===== config.mk =====
export PLATFORM = sky130hd
export DESIGN_NAME = pipe_hazard_ctrl
export DESIGN_NICKNAME = d
export VERILOG_FILES = /design/src/rtl/pipe_hazard_ctrl.sv
export SDC_FILE = /design/constraint.sdc
export NUM_CORES = 1
export LEC_CHECK = 0
export CELL_PAD_IN_SITES_DETAIL_PLACEMENT = 0
export CELL_PAD_IN_SITES_GLOBAL_PLACEMENT = 2
export CORE_ASPECT_RATIO = 0.5
export CORE_MARGIN = 4
export CORE_UTILIZATION = 35
export DETAILED_ROUTE_END_ITERATION = 10
export DONT_BUFFER_PORTS = 1
export PLACE_DENSITY = 0.82
export SLEW_MARGIN = 20
export SYNTH_ARGS = -nofsm -noshare
export SYNTH_HDL_FRONTEND = slang
export SYNTH_SLANG_ARGS = --single-unit

===== constraint.sdc =====
create_clock -name Clk -period 5.1 [get_ports Clk]
set_clock_uncertainty 0.15 [all_clocks]
set_input_delay 1.02 -clock Clk [delete_from_list [all_inputs] [get_ports Clk]]
set_output_delay 1.02 -clock Clk [all_outputs]
set_load 0.005 [all_outputs]

===== src/rtl/pipe_hazard_ctrl.sv =====
// Stall/flush controller for the 5-stage MIPS pipeline: load-use, branch-operand
// and HI/LO hazards, mult/div busy tracking, and the two-cycle exception/ERET flush.
module pipe_hazard_ctrl #(
  parameter int MULT_CYCLES = 5,
  parameter int DIV_CYCLES  = 10,
  parameter int CNT_W       = 16
) (
  input  logic             Clk,
  input  logic             Reset_n,
  input  logic [4:0]       rs_ID,
  input  logic [4:0]       rt_ID,
  input  logic             rs_use_ID,
  input  logic             rt_use_ID,
  input  logic             branch_ID,
  input  logic             HiLo_ID,
  input  logic [4:0]       A3_EX,
  input  logic             GprWrite_EX,
  input  logic             Mem2Gpr_EX,
  input  logic             mnd_EX,
  input  logic [1:0]       mndop_EX,
  input  logic [4:0]       A3_MEM,
  input  logic             Mem2Gpr_MEM,
  input  logic             Exception_MEM,
  input  logic             is_eret_MEM,
  output logic             En_PC,
  output logic             En_ID,
  output logic             Clr_ID,
  output logic             Clr_EX,
  output logic             Clr_MEM,
  output logic             md_busy,
  output logic [CNT_W-1:0] stall_cnt
);

  typedef enum logic {RUN, FLUSH} state_t;

  localparam logic [3:0]       MULT_LD = 4'(MULT_CYCLES);
  localparam logic [3:0]       DIV_LD  = 4'(DIV_CYCLES);
  localparam logic [CNT_W-1:0] CNT_MAX = '1;

  state_t     state;
  logic [3:0] md_cnt;

  logic match_ex, match_mem;
  logic lu, br, md, stall, flush_req, take_stall;

  // Only the DIV/MULT distinction matters for latency; signedness is irrelevant here.
  logic unused_mndop;
  assign unused_mndop = mndop_EX[0];

  // $0 is hard-wired to zero, so it can never be a true dependency.
  assign match_ex  = (A3_EX != 5'd0) &&
                     ((rs_use_ID && (rs_ID == A3_EX)) || (rt_use_ID && (rt_ID == A3_EX)));
  assign match_mem = (A3_MEM != 5'd0) &&
                     ((rs_use_ID && (rs_ID == A3_MEM)) || (rt_use_ID && (rt_ID == A3_MEM)));

  assign md_busy    = (md_cnt != 4'd0);
  assign lu         = Mem2Gpr_EX & match_ex;
  assign br         = branch_ID & ((GprWrite_EX & match_ex) | (Mem2Gpr_MEM & match_mem));
  assign md         = HiLo_ID & (md_busy | mnd_EX);
  assign stall      = lu | br | md;
  assign flush_req  = Exception_MEM | is_eret_MEM;
  assign take_stall = (state == RUN) && !flush_req && stall;

  // NOTE: sequential state uses non-blocking assignments so every register samples
  // pre-edge values regardless of statement order.
  always_ff @(posedge Clk or negedge Reset_n) begin
    if (!Reset_n) begin
      state     <= RUN;
      md_cnt    <= 4'd0;
      stall_cnt <= '0;
    end else begin
      // A flush request in either state (re)starts the one-cycle FLUSH follow-up.
      state <= flush_req ? FLUSH : RUN;

      // Flushes leave md_cnt alone: the in-flight operation still writes HI/LO.
      if (mnd_EX && (md_cnt == 4'd0))
        md_cnt <= mndop_EX[1] ? DIV_LD : MULT_LD;
      else if (md_cnt != 4'd0)
        md_cnt <= md_cnt - 4'd1;

      if (take_stall && (stall_cnt != CNT_MAX))
        stall_cnt <= stall_cnt + CNT_W'(1);
    end
  end

  // NOTE: every output gets a default first so no path through the block
  // leaves one unassigned and infers a latch.
  always_comb begin
    En_PC   = 1'b1;
    En_ID   = 1'b1;
    Clr_ID  = 1'b0;
    Clr_EX  = 1'b0;
    Clr_MEM = 1'b0;
    if (!Reset_n) begin
      En_PC   = 1'b0;
      En_ID   = 1'b0;
      Clr_ID  = 1'b1;
      Clr_EX  = 1'b1;
      Clr_MEM = 1'b1;
    end else if (flush_req) begin
      // PC loads the exception vector or EPC while everything younger is squashed.
      Clr_ID  = 1'b1;
      Clr_EX  = 1'b1;
      Clr_MEM = 1'b1;
    end else if (state == FLUSH) begin
      Clr_ID  = 1'b1;
    end else if (stall) begin
      En_PC   = 1'b0;
      En_ID   = 1'b0;
      Clr_EX  = 1'b1;
    end
  end

endmodule


# [Word level (Yosys, flattened, before mapping)]
# Cells that the tools add are included.
[totals] reg_bits=21 elab_cells=55 inputBits=34 out_inout_bits=22
[op_classes] n_reduce_logical=18 n_bitwise=11 n_addsub=2 eq_ne=5 n_mux=16
[op_table] op="$eq 5x5->1" n=4
[op_table] op="$add 16x1->16 const B" n=1
[op_table] op="$ne 16x16->1 const B" n=1
[op_table] op="$mux 1" n=13
[op_table] op="$mux 4" n=3
[op_table] op="$logic_and 1x1->1" n=10
[op_table] op="$reduce_bool 5->1" n=2
[op_table] op="$and 1x1->1" n=5
[op_table] op="$or 1x1->1" n=5
[op_table] op="$logic_not 4->1" n=1
[op_table] op="$reduce_bool 4->1" n=1
[op_table] op="$sub 4x1->4 const B" n=1
[op_table] op="$logic_or 1x1->1" n=2
[op_table] op="$reduce_bool 2->1" n=1
[op_table] op="$logic_not 1->1" n=1
[op_table] op="$not 1->1" n=1

# [Longest topological paths before layout]
[logic_depth] ltp_word=13 depth_mapped=8 depth_no_buf=7

# [Least setup slack after synthesis]
# OpenSTA, ideal clock, no wires.
[synth_timing] kind="input port to output port" from="in A3_EX[0]" to="out En_PC" slack_ns=1.806 t_arrival_ns=2.124 stages=7 path_cell_list="xnor2_1 nand4_1 o22ai_1 a22oi_1 a21oi_2 nor2b_1 buf_4"
[synth_between] elab_chain_cells=13 elab_cells_between_ends=17
[synth_rtl] item="start, declared" line="16" source="input logic [4:0] A3_EX,"
[synth_rtl] item="$eq 5x5->1" line="52" source="((rs_use_ID && (rs_ID == A3_EX)) || (rt_use_ID && (rt_ID == A3_EX)));"
[synth_rtl] item="$logic_and 1x1->1" line="52"
[synth_rtl] item="$logic_or 1x1->1" line="52"
[synth_rtl] item="$logic_and 1x1->1 (*)" line="51" source="assign match_ex = (A3_EX != 5'd0) &&"
[synth_rtl] item="$and 1x1->1" line="58" source="assign br = branch_ID & ((GprWrite_EX & match_ex) | (Mem2Gpr_MEM & match_mem));"
[synth_rtl] item="$or 1x1->1" line="58"
[synth_rtl] item="$and 1x1->1" line="58"
[synth_rtl] item="$or 1x1->1 (*) (2 in series)" line="60" source="assign stall = lu | br | md;"
[synth_rtl] item="$mux 1 (*) (4 in series)"
[synth_rtl] item="end, declared" line="25" source="output logic En_PC,"
# Every way passes the cells marked *; elsewhere a longest branch is shown, timed or not.

# [Worst setup path in the final report]
[layout_timing] from="in rt_ID[2]" to="out En_ID"
[layout_between] elab_chain_cells=13 elab_cells_between_ends=19
[layout_rtl] item="start, declared" line="11" source="input logic [4:0] rt_ID,"
[layout_rtl] item="$eq 5x5->1 (on tied branches)" line="52, 54"
[layout_rtl] item="$logic_and 1x1->1 (on tied branches)" line="52, 54"
[layout_rtl] item="$logic_or 1x1->1 (on tied branches)" line="52, 54"
[layout_rtl] item="$logic_and 1x1->1 (on tied branches)" line="51, 53"
[layout_rtl] item="$and 1x1->1" line="58"
[layout_rtl] item="$or 1x1->1" line="58"
[layout_rtl] item="$and 1x1->1" line="58"
[layout_rtl] item="$or 1x1->1 (*) (2 in series)" line="60"
[layout_rtl] item="$mux 1 (*)" line="107" source="end else if (stall) begin"
[layout_rtl] item="$mux 1 (*)" line="105" source="end else if (state == FLUSH) begin"
[layout_rtl] item="$mux 1 (*)" line="100" source="end else if (flush_req) begin"
[layout_rtl] item="$mux 1 (*)" line="94" source="if (!Reset_n) begin"
[layout_rtl] item="end, declared" line="26" source="output logic En_ID,"
# Marks and branches as above.

==> impl_metrics.toml <==
[power]
irDropWorstVdd_mv = 0.1329
p_leak_nw = 0.5734
total_power_w = 0.0004459
power.density_nw_per_um2 = 308.6

[logic_synthesis]
synth_flop_cell = "dfrtp_1"
synth-edff-count = 0
synth_top_family_by_area = "XOR/XNOR gates"
ys_ff_latch = 21
yosysSeqAreaShare_pct = 38.82
ys_top_cells_by_area = "dfrtp_1, xnor2_1, nand4_1, nand2_1, ha_1"
yosys.area_share.simple_pct = 22.55
synth_mux_area_share_pct = 2.403
synth_common_cells = "xnor2_1, dfrtp_1, nand2_1, nand4_1"
synth_most_common_cell = "xnor2_1"
synthArstFlopShare_pct = 100.0
syn_area_per_cell_um2 = 9.740
syn-num-nets = 176
synthAdderAreaFrac_pct = 2.773
synth_xor_area_share_pct = 22.64
synth_warnings = 0
syn_area_um2 = 1354
synth_top_area_share_pct = 38.82
ys_types = 35
syn_inst = 139
synth.largest_area_cell = "dfrtp_1"
synth_compound_area_share_pct = 8.041

[routing]
postRouteAntennaNets = 0
wire_per_inst_um = 15.24
viasPerCell = 5.036
drt-initial-drc-count = 35
wl_um = 2926
first_pass_iters = 3
dr_total_vias = 967
drc_errors = 0

[floorplanning]
dieHeight_um = 51.98
coreArea_um2 = 3566
design.portCount = 56
num_rows = 15
start_util_pct = 37.96
fp.dieW_um = 95.96
dieArea_um2 = 4987

[sta]
fin_tns_setup_ns = 0
fin_crit_sh_pct = 67.16
hold_violations = 0
rsz0062_at_grt = "no"
drv_slew = 0
worstMarginPinSlew_ns = 0.6592
setup_viol = 0
fmax_mhz = 291.9
timing.slew.headroom_pct = 56.05
fin_crit_ns = 3.425

[global_routing]
antenna_found_initial = 0
grt_start_max_net_pins = 25
grt_pass1_wl_um = 4809
grt_usage_pct = 12.64
grt_pass1_vias = 1023
overflow = 0

[critical_path]
worst-setup-path-type = "input pin to output port"
start_kind = "input pin"
crit_fanout = 10
crit_path_end_kind = "output port"
worstPathArrival_ns = 2.26
crit_required_ns = 3.93

[layout]
nNetsFinal = 179
drive_above_1_share_pct = 10.64
antennaDiodeCount = 0
area_growth_syn_to_layout_pct = 6.747
final_area_um2 = 1445

[hold_path]
min_path_type = "input pin to asynchronous set/reset pin"

[clock_network]
clk_pin_slew_ns = 0.08
cts_root_buf = "clkbuf_8"
cts_max_level = 1
cts_inserted_buffers = 3
postCtsSetupRepairBufs = 0
cts_buffer_depth = 2
cts-resized-gates = 0
clk_latency_ns = 0.26
hold_buffers = 0
cts.sinks = 21
cts_tree = "done"

[outcome]
status = "complete, no violations"

[placement]
dpl.hpwl_um = 2338
placed_area_um2 = 1399
routabilityCongestion = 0.6898
io_buffer_count = 0

[run]
drv_cap = 0
## kinds of logic (layout without fill, tap and decap cells)
kind of cell	after synthesis	in the layout
buf+inv	7	9
compound gates	18	18
flops	21	21
simple gates	52	52
xor+xnor	35	35
mux	3	3
fa+ha+maj	3	3
## layout by cell type (no fill, tap or decap), drive strengths merged
cell and n:
o31ai 1, o21ai 5, clkinv 1, xor2 1
nor2 5, mux2i 1, nor3 2, a21oi 6
or2 1, clkbuf 3, and4 3, mux2 2
inv 5, dfrtp 21, o21a 1, xnor2 34
nand3 5, nor2b 2, a22oi 1, nand2 14
and3 4, and2 2, o22ai 2, ha 3
or3b 1, a211oi 2, nand4 13
## flip-flops by register name (all words and copies together), names as in the netlist
signal	flops
md_cnt	4
stall_cnt	16
state	1
## routing by layer
| layer | vias to the layer above | track usage [%] | wire length (um) |
|---|---|---|---|
| met5 | - | 0 | 0 |
| met4 | 0 | 3.538 | 35 |
| met3 | 4 | 4.769 | 299 |
| met2 | 33 | 21.17 | 1325 |
| met1 | 437 | 15.28 | 1266 |
| li1 | 493 | - | - |
## metrics by stage
| step | utilization (%) | setup slack [ns] | instances | hold WS (ns) |
|---|---|---|---|---|
| finish | 40.53 | 1.675 | 192 | 0.2921 |
| global placement | 39.23 | 1.659 | 188 | 0.3371 |
| CTS | 40.53 | 1.661 | 192 | 0.2822 |
| detailed placement | 39.23 | 1.661 | 188 | 0.3483 |
| global route | 40.53 | 1.544 | 192 | 0.2728 |
| floorplan | - | 1.806 | 139 | 0.3076 |
## cell type report
type | instances | area, um2
multi-input cells | 111 | 790.8
flip-flops and latches | 21 | 525.5
clock buffers | 3 | 41.29
inverters | 5 | 18.77
clock inverters | 1 | 5.005
well taps | 51 | 63.81
fillers | 354 | 2121
## critical path: stages
cell and delay (ns):
xnor2_1 0.16, nand4_1 0.10, o22ai_1 0.22, a22oi_1 0.15
a21oi_2 0.44, nor2b_1 0.16
## where the power goes
part | leakage (nW) | internal [W] | total, W | switching [W]
registers | 0.277 | 0.000196 | 0.000229 | 0.0000333
logic | 0.271 | 0.0000579 | 0.000108 | 0.0000506
clock network | 0.0255 | 0.0000544 | 0.000108 | 0.0000540
## final timing paths
kind | from | endpoint | slack (ns) | cells after the start
worst min register to register | md_cnt[3]$_DFFE_PN0P_ | md_cnt[3]$_DFFE_PN0P_ | 0.35 | 1
max in group asynchronous | Reset_n | stall_cnt[13]$_DFFE_PN0P_ | 4.43 | 0
min in group Clk | md_cnt[3]$_DFFE_PN0P_ | md_cnt[3]$_DFFE_PN0P_ | 0.35 | 1
worst max-delay path | rt_ID[2] | En_ID | 1.67 | 6
worst max register to register | md_cnt[0]$_DFFE_PN0P_ | stall_cnt[1]$_DFFE_PN0P_ | 2.68 | 6
worst min-delay path | Reset_n | stall_cnt[9]$_DFFE_PN0P_ | 0.29 | 0
Power figures use the tool's default switching activity.
